File: src/rtl/cmp_branch_seq.sv
// Conditional-branch sequencer: reads two operands, drives the shared comparator, resolves next PC.
// Optional macro CMP_BRANCH_ILLEGAL_EN adds the `illegal` output for cond 6/7.
module cmp_branch_seq #(
  parameter int unsigned WIDTH = 16,
  parameter int unsigned RAW   = 3
) (
  input  logic             clock,
  input  logic             reset,
  input  logic             start,
  input  logic [2:0]       cond,
  input  logic [RAW-1:0]   ra_idx,
  input  logic [RAW-1:0]   rb_idx,
  input  logic [WIDTH-1:0] target,
  input  logic [WIDTH-1:0] pc_in,
  output logic [RAW-1:0]   rf_addr,
  input  logic [WIDTH-1:0] rf_data,
  output logic [WIDTH-1:0] cmp_a,
  output logic [WIDTH-1:0] cmp_b,
  output logic [2:0]       cmp_sel,
  input  logic             cmp_out,
  output logic [WIDTH-1:0] pc_next,
  output logic             pc_load,
  output logic             taken,
  output logic             busy,
`ifdef CMP_BRANCH_ILLEGAL_EN
  output logic             illegal,
`endif
  output logic             done
);

  typedef enum logic [2:0] {StIdle, StRdA, StRdB, StCmp, StRes} state_t;

  state_t           state_q, state_d;
  logic [2:0]       cond_q;
  logic [RAW-1:0]   ra_q, rb_q;
  logic [WIDTH-1:0] target_q, pc_q;
  logic [WIDTH-1:0] opa_q, opb_q;
  logic             taken_q;
  // Last comparator drive, replayed outside CMP so the shared comparator sees stable inputs.
  logic [WIDTH-1:0] hold_a_q, hold_b_q;
  logic [2:0]       hold_sel_q;
  logic             taken_d;

`ifdef CMP_BRANCH_ILLEGAL_EN
  logic cond_legal;
  assign cond_legal = (cond_q <= 3'd5);
  assign taken_d    = cmp_out & cond_legal;
`else
  assign taken_d    = cmp_out;
`endif

  always_ff @(posedge clock or posedge reset) begin
    if (reset) begin
      state_q    <= StIdle;
      cond_q     <= '0;
      ra_q       <= '0;
      rb_q       <= '0;
      target_q   <= '0;
      pc_q       <= '0;
      opa_q      <= '0;
      opb_q      <= '0;
      taken_q    <= 1'b0;
      hold_a_q   <= '0;
      hold_b_q   <= '0;
      hold_sel_q <= '0;
    end else begin
      state_q <= state_d;
      unique case (state_q)
        StIdle: begin
          if (start) begin
            cond_q   <= cond;
            ra_q     <= ra_idx;
            rb_q     <= rb_idx;
            target_q <= target;
            pc_q     <= pc_in;
          end
        end
        StRdA: opa_q <= rf_data;
        StRdB: opb_q <= rf_data;
        StCmp: begin
          taken_q    <= taken_d;
          hold_a_q   <= opa_q;
          hold_b_q   <= opb_q;
          hold_sel_q <= cond_q;
        end
        default: ;
      endcase
    end
  end

  always_comb begin
    state_d = state_q;
    rf_addr = '0;
    cmp_a   = hold_a_q;
    cmp_b   = hold_b_q;
    cmp_sel = hold_sel_q;
    pc_next = '0;
    pc_load = 1'b0;
    done    = 1'b0;
    busy    = 1'b1;
`ifdef CMP_BRANCH_ILLEGAL_EN
    illegal = 1'b0;
`endif
    unique case (state_q)
      StIdle: begin
        busy    = 1'b0;
        cmp_a   = '0;
        cmp_b   = '0;
        cmp_sel = '0;
        if (start) state_d = StRdA;
      end
      StRdA: begin
        rf_addr = ra_q;
        state_d = StRdB;
      end
      StRdB: begin
        rf_addr = rb_q;
        state_d = StCmp;
      end
      StCmp: begin
        cmp_a   = opa_q;
        cmp_b   = opb_q;
        cmp_sel = cond_q;
        state_d = StRes;
      end
      StRes: begin
        done    = 1'b1;
        pc_load = 1'b1;
        pc_next = taken_q ? target_q : pc_q + WIDTH'(1);
`ifdef CMP_BRANCH_ILLEGAL_EN
        if (!cond_legal) begin
          illegal = 1'b1;
          pc_load = 1'b0;
        end
`endif
        state_d = StIdle;
      end
      default: state_d = StIdle;
    endcase
  end

  assign taken = taken_q;

endmodule

File: config.mk
export PLATFORM = sky130hd
export DESIGN_NAME = cmp_branch_seq
export DESIGN_NICKNAME = d
export VERILOG_FILES = /design/src/rtl/cmp_branch_seq.sv
export SDC_FILE = /design/constraint.sdc
export NUM_CORES = 1
export LEC_CHECK = 0
export ABC_AREA = 0
export CORE_MARGIN = 3
export CORE_UTILIZATION = 54
export DETAILED_ROUTE_END_ITERATION = 10
export PLACE_DENSITY = 0.95
export SLEW_MARGIN = 40
export SYNTH_ARGS = -nofsm -noshare
export SYNTH_HDL_FRONTEND = slang
export SYNTH_SLANG_ARGS = --single-unit
File: constraint.sdc
create_clock -name clock -period 5.9 [get_ports clock]
set_input_delay 1.18 -clock clock [delete_from_list [all_inputs] [get_ports clock]]
set_output_delay 1.18 -clock clock [all_outputs]
set_load 0.005 [all_outputs]
==> results of run 1 <==
-- sequential cells by signal (all words and copies together), names as in the netlist --
| signal | flops |
|---|---|
| hold_b_q | 16 |
| ra_q | 3 |
| rb_q | 3 |
| taken | 1 |
| state_q | 3 |
| hold_sel_q | 3 |
| target_q | 16 |
| hold_a_q | 16 |
| cond_q | 3 |
| pc_q | 16 |
| opb_q | 16 |
| opa_q | 16 |
-- worst paths after layout --
| check | endpoint | slack (ns) | cells past startpoint |
|---|---|---|---|
| max in group asynchronous | hold_b_q[14] | 3.64 | 3 |
| min | target_q[0] | 0.50 | 1 |
| min in group asynchronous | target_q[9] | 1.28 | 2 |
| max reg2reg | pc_q[12] | 3.97 | 3 |
| min reg2reg | target_q[0] | 0.50 | 1 |
| max | cmp_b[1] | 2.19 | 5 |
-- layer usage --
| metal | routed length [um] | vias to the layer above |
|---|---|---|
| li1 | - | 1509 |
| met1 | 4800 | 1642 |
| met2 | 5160 | 108 |
| met3 | 631 | 7 |
| met4 | 67 | 0 |
| met5 | 0 | - |
-- cells in the final DEF (no fill, tap or decap), types with 10 or more instances in the layout --
master / instances
a21oi_1: 12
and2_1: 35
clkdlybuf4s50_1: 118
dfrtp_1: 112
mux2_1: 19
mux2_2: 58
mux2_4: 28
nand2_1: 10
nor2_1: 14
o21ai_0: 13
xnor2_1: 14
-- power by group --
part | total (mW) | switching (mW) | internal (mW) | leakage (nW)
combinational | 1.73 | 0.657 | 1.08 | 1.32
clock | 0.467 | 0.263 | 0.204 | 0.0994
sequential | 1.40 | 0.236 | 1.16 | 1.33
total | 3.60 | 1.16 | 2.44 | 2.74
-- cell families after synthesis --
group | count (synthesis)
fa+ha+maj | 1
mux | 108
compound gates | 29
xor+xnor | 14
flops | 112
simple gates | 81
buf+inv | 29
-- cell usage after synthesis --
library cell  instances
mux2_4               28
and2_1               36
nor2_1               14
or2_2                 1
nor3b_1               2
nand2_1              10
a22o_1                3
nand4_1               2
buf_4                 7
nand3_1               5
xnor2_1              14
inv_2                 1
a211oi_1              1
mux2_2               58
mux2_1               19
o21ai_0              13
buf_2                 4
clkbuf_1              7
nor4_2                4
buf_6                 3
inv_1                 7
a21oi_1              12
ha_1                  1
nand3b_1              1
dfrtp_1             112
mux2i_1               3
nand4_4               1
nor3_1                5
-- layout make-up --
| cell class | count | area (um^2) |
|---|---|---|
| Inverter | 8 | 35.0 |
| Clock buffer | 10 | 128 |
| Timing Repair Buffer | 122 | 1210 |
| Tap cell | 108 | 135 |
| Clock inverter | 6 | 75.1 |
| Sequential cell | 112 | 2800 |
| Multi-Input combinational cell | 233 | 2100 |
| Fill cell | 596 | 2400 |
-- through the flow --
stage	instance area (um^2)	utilization, %	hold WS, ns	power, mW	cells
floorplan	5050	-	0.452	2.44	374
global placement	6280	70.7	0.465	3.07	583
detailed placement	6290	70.7	0.473	3.14	583
CTS	6490	73.0	0.503	3.63	599
global route	6490	73.0	0.514	3.84	599
finish	6490	73.0	0.498	3.60	599
==> impl_results.md, run 1 <==
* I/O pins at 119
* Initial antenna violation count at 0
* # diodes at 0
* Top Family by Delay on Critical Path: buffers and inverters
* # resized after CTS at 0
* Critical Path AT at 2.53 ns
* Area grow syn2layout at 28.4%
* FP Rows at 34
* Netlist Area Pre-Place at 0.00505 mm^2
* Dpl ws at ~2.6 ns
* Beginning of the critical path: state_q[2]
* Vias in the first global route at 3473
* Clock latency on the worst-skew pair at 0.36 ns
* Share of layout cells above drive strength 1 at 23.8%
* Syn Inst Count at 374
* Max Root-Sink Buffers at 2
* Synth area leader: dfrtp_1
* GR Util met1 at between 20% and 30%
* Final hold viol count at 0
* Fin Setup TNS at 0 ns
* CP Capture Type: primary output
* Leak pwr at 2.74 nW
* TritonCTS Sinks at 112
* Fin crit period at 3.71 ns
* Port buffer count at 118
* DR DRC count at 0
* Met2 GRT Util at 34.9%
* Starting Density at between 50 and 60%
* Max VDD drop at approximately 0.00036 V
* Post-route setup slack at 2.19 ns
* H-tree Lvls at 3
* Final Setup Violations at 0
* Crit path required time at approximately 4.7 ns
* Global route overflow at 0
* Fmax at 270 MHz
* Worst path cell trace: nand3b_1 -> buf_4 -> mux2_2 -> and2_1 -> clkdlybuf4s50_1
* Synth Area in Compound Gates at under 10%
* Crit path max-delay cell type: buf_4
* Synth Net Count at 436
* Ys Warns at 0
* Worst Tran Pin Value at between 0.6 and 0.7 ns
* Crit start category: register
* Reg clk slew, reported paths at 0.10 ns
* Post-synthesis xor/xnor area fraction at under 10%
* Max-cap viol count at 0
* P per Cell Area at 555 mW/mm^2
* Worst-path maximum fanout at 37
* Period utilization at 62.9%
* CTS tree: built
* Most used routing layer: met2
* DP Wirelength at 7.34 mm
* Die Area at 0.0106 mm^2
* Adder-cell area share of the yosys netlist at 0.248%
* Antenna Nets Post-Route at 0
* First-pass GRT wire length at approximately 17 mm
* Synth area leaders: dfrtp_1 55%, mux2_2 13%, mux2_4 8.3%, and2_1 4.5%, mux2_1 4.2%
* Slew HR at ~57%
* WL final at 10.7 mm
* RSZ-0062 raised after global routing: no
* Hold wc startpoint: target_q[0]
* Worst path max stage delay at approximately 0.53 ns
* Core ar. at 0.00889 mm^2
* Reg-to-reg startpoint: state_q[2]
* Post-synthesis sequential area ratio at 55.4%
* First-pass DRT Iterations at 4
* Postcts setup bufs at 0
* Distinct cell type count after synthesis at 28
* Worst Skew at 0.0114 ns
* Top-area cell type share of the netlist area at 55.4%
* Wirelength per Cell at 17.8 um
* Nets@finish at between 500 and 600
* Vias per cell at ~5.5
* Max-slew violation count at 0
* Via count at 3266
* Outcome: finished, final reports clean
* Buffers & Inverters on Critical Path at 2
* Met3 Resource Use GR at 4.26%
* Largest family of logic cells by synthesized area: multiplexers
* Critical Setup Path Class: reg -> out
* Die width at 103 um
* Synth Register Bits at around 110
* Die Height at 103 um
* Worst min-delay path category: reg -> reg
* Post-Syn Area per Cell at 13.5 um^2
* Initial DRC count at between 70 and 80
* CTS Root Cell: clkbuf_8
* Cts hold-fix bufs at 0
* Num CTS Buffers at 9
* Area share of and/or/nand/nor cells after synthesis at 9.46%
* GP Congestion at 0.815
* Post-synthesis mux area share at between 20% and 30%
* Largest net degree at the start of global routing at 74
* Total track usage at 20.9%
No activity file was read; power rests on OpenSTA's default activity.
==> run 2, diff against run 1 <==
- CORE_UTILIZATION: 54 -> 45
- PLACE_DENSITY: 0.95 -> 0.85
- clock period: 5.9 -> 3.4 ns (I/O delays scaled with it)
==> impl_results.md, run 2 (synthesis gave the netlist of run 1 again) <==
* Outcome: finished, final reports clean
* H-tree Lvls at 3
* Period utilization at 89.6%
* Share of layout cells above drive strength 1 at between 20% and 30%
* Global route overflow at 0
* Worst-path maximum fanout at 35
* Max VDD drop at 0.000582 V
* Filler instances at 881
* Worst Tran Pin Value at 0.638 ns
* # resized after CTS at 0
* Reg clk slew, reported paths at 0.09 ns
* Antenna Nets Post-Route at 0
* Finished Layout Cells at 633
* DP Wirelength at 7.57 mm
* Largest net degree at the start of global routing at 63
* TritonCTS Sinks at between 100 and 150
* Fin area at roughly 0.0066 mm^2
* Max Root-Sink Buffers at 2
* Nets@finish at 550
* Placed insts at 617
* Final hold viol count at 0
* Vias per cell at just over 5
* Postcts setup bufs at 0
* Critical Setup Path Class: reg -> out
* Die Height at 112 um
* Initial antenna violation count at 0
* Commonest non-fill, non-tap cell in the layout: clkdlybuf4s50_1
* Total track usage at 18.2%
* Core ar. at between 0.01 and 0.015 mm^2
* I/O pins at ~120
* Worst min-delay path category: reg -> reg
* GP Congestion at ~0.93
* Slew HR at 57.5%
* Critical Path AT at between 2 and 2.5 ns
* Die width at 112 um
* CP Capture Type: primary output
* Max-cap viol count at 0
* Initial DRC count at 156
* Die Area at 0.0125 mm^2
* DR DRC count at 0
* Commonest non-fill, non-tap cells in the layout: 118 x clkdlybuf4s50_1, 112 x dfrtp_1, 58 x mux2_2
* CTS Root Cell: clkbuf_8
* P per Cell Area at around 960 mW/mm^2
* Cts hold-fix bufs at 0
* Hold WS at 0.497 ns
* CTS tree: built
* Crit path required time at 2.72 ns
* Via count at about 3300
* Placed cell area at between 0.006 and 0.007 mm^2
* Leak pwr at 2.77 nW
* Num CTS Buffers at 9
* Port buffer count at 118
* RSZ-0062 raised after global routing: no
* Max-slew violation count at 0
* FP Rows at 38
* Fin crit period at 3.05 ns
* Vias in the first global route at ~3600
* Clock latency on the worst-skew pair at 0.36 ns
* Crit start category: register
* Final Setup Violations at 0
* Starting Density at 46.4%
* Worst Skew at 0.0105 ns
* WL final at 10.9 mm
* Area grow syn2layout at 30.1%
* First-pass DRT Iterations at 4
* Fmax at 328 MHz
* First-pass GRT wire length at around 18 mm
* Wirelength per Cell at 17.2 um
* # diodes at 0
* Fin Setup TNS at 0 ns
[run 2: stage by stage]
| stage | power, mW | setup WS, ns | util, % |
|---|---|---|---|
| floorplan | 4.24 | 1.36 | - |
| detailed placement | 5.48 | 0.738 | 58.3 |
| CTS | 6.38 | 0.314 | 60.4 |
| global placement | 5.37 | 0.780 | 58.3 |
| global route | 6.75 | 0.188 | 60.4 |
| finish | 6.30 | 0.354 | 60.4 |
[run 2: worst paths after layout]
check	start	endpoint	slack (ns)	depth (start not counted)
min in group asynchronous	reset	hold_a_q[5]	0.82	3
setup reg to reg	state_q[2]	target_q[6]	1.48	4
hold reg to reg	target_q[15]	target_q[15]	0.50	1
setup / recovery	state_q[2]	cmp_b[4]	0.35	5
max in group asynchronous	reset	hold_a_q[2]	2.08	3
hold / removal	target_q[15]	target_q[15]	0.50	1
[run 2: critical path, cell delays in order (launching register included)]
cell	delay, ns
dfrtp_1	0.46
nand3b_1	0.24
buf_12	0.30
mux2_2	0.38
and2_1	0.16
clkdlybuf4s50_1	0.46
[run 2: layout make-up]
class | instances | area (um^2) | share of cell area (%)
clock buffers | 11 | 141 | 2.15
clock inverters | 5 | 78.8 | 1.20
flip-flops and latches | 112 | 2800 | 42.6
well taps | 140 | 175 | 2.66
repair buffers | 124 | 1240 | 18.9
inverters | 8 | 33.8 | 0.514
multi-input cells | 233 | 2100 | 32.0
[run 2: report_power, final]
group	total (mW)	leakage, nW	internal, mW	switching (mW)
logic	3.01	1.33	1.88	1.13
clock network	0.867	0.114	0.436	0.430
registers	2.43	1.33	2.02	0.409
total	6.30	2.77	4.33	1.97
[run 2: per-layer routing]
layer  share of wire, %  wire [um]  up-vias  global-route usage [%]
met4                1.4        150        0                    5.53
li1                   -          -     1509                       -
met5                  0          0        -                       0
met1                 45       4850     1645                    24.7
met3                6.0        650       14                    3.91
met2                 48       5250      100                    29.6
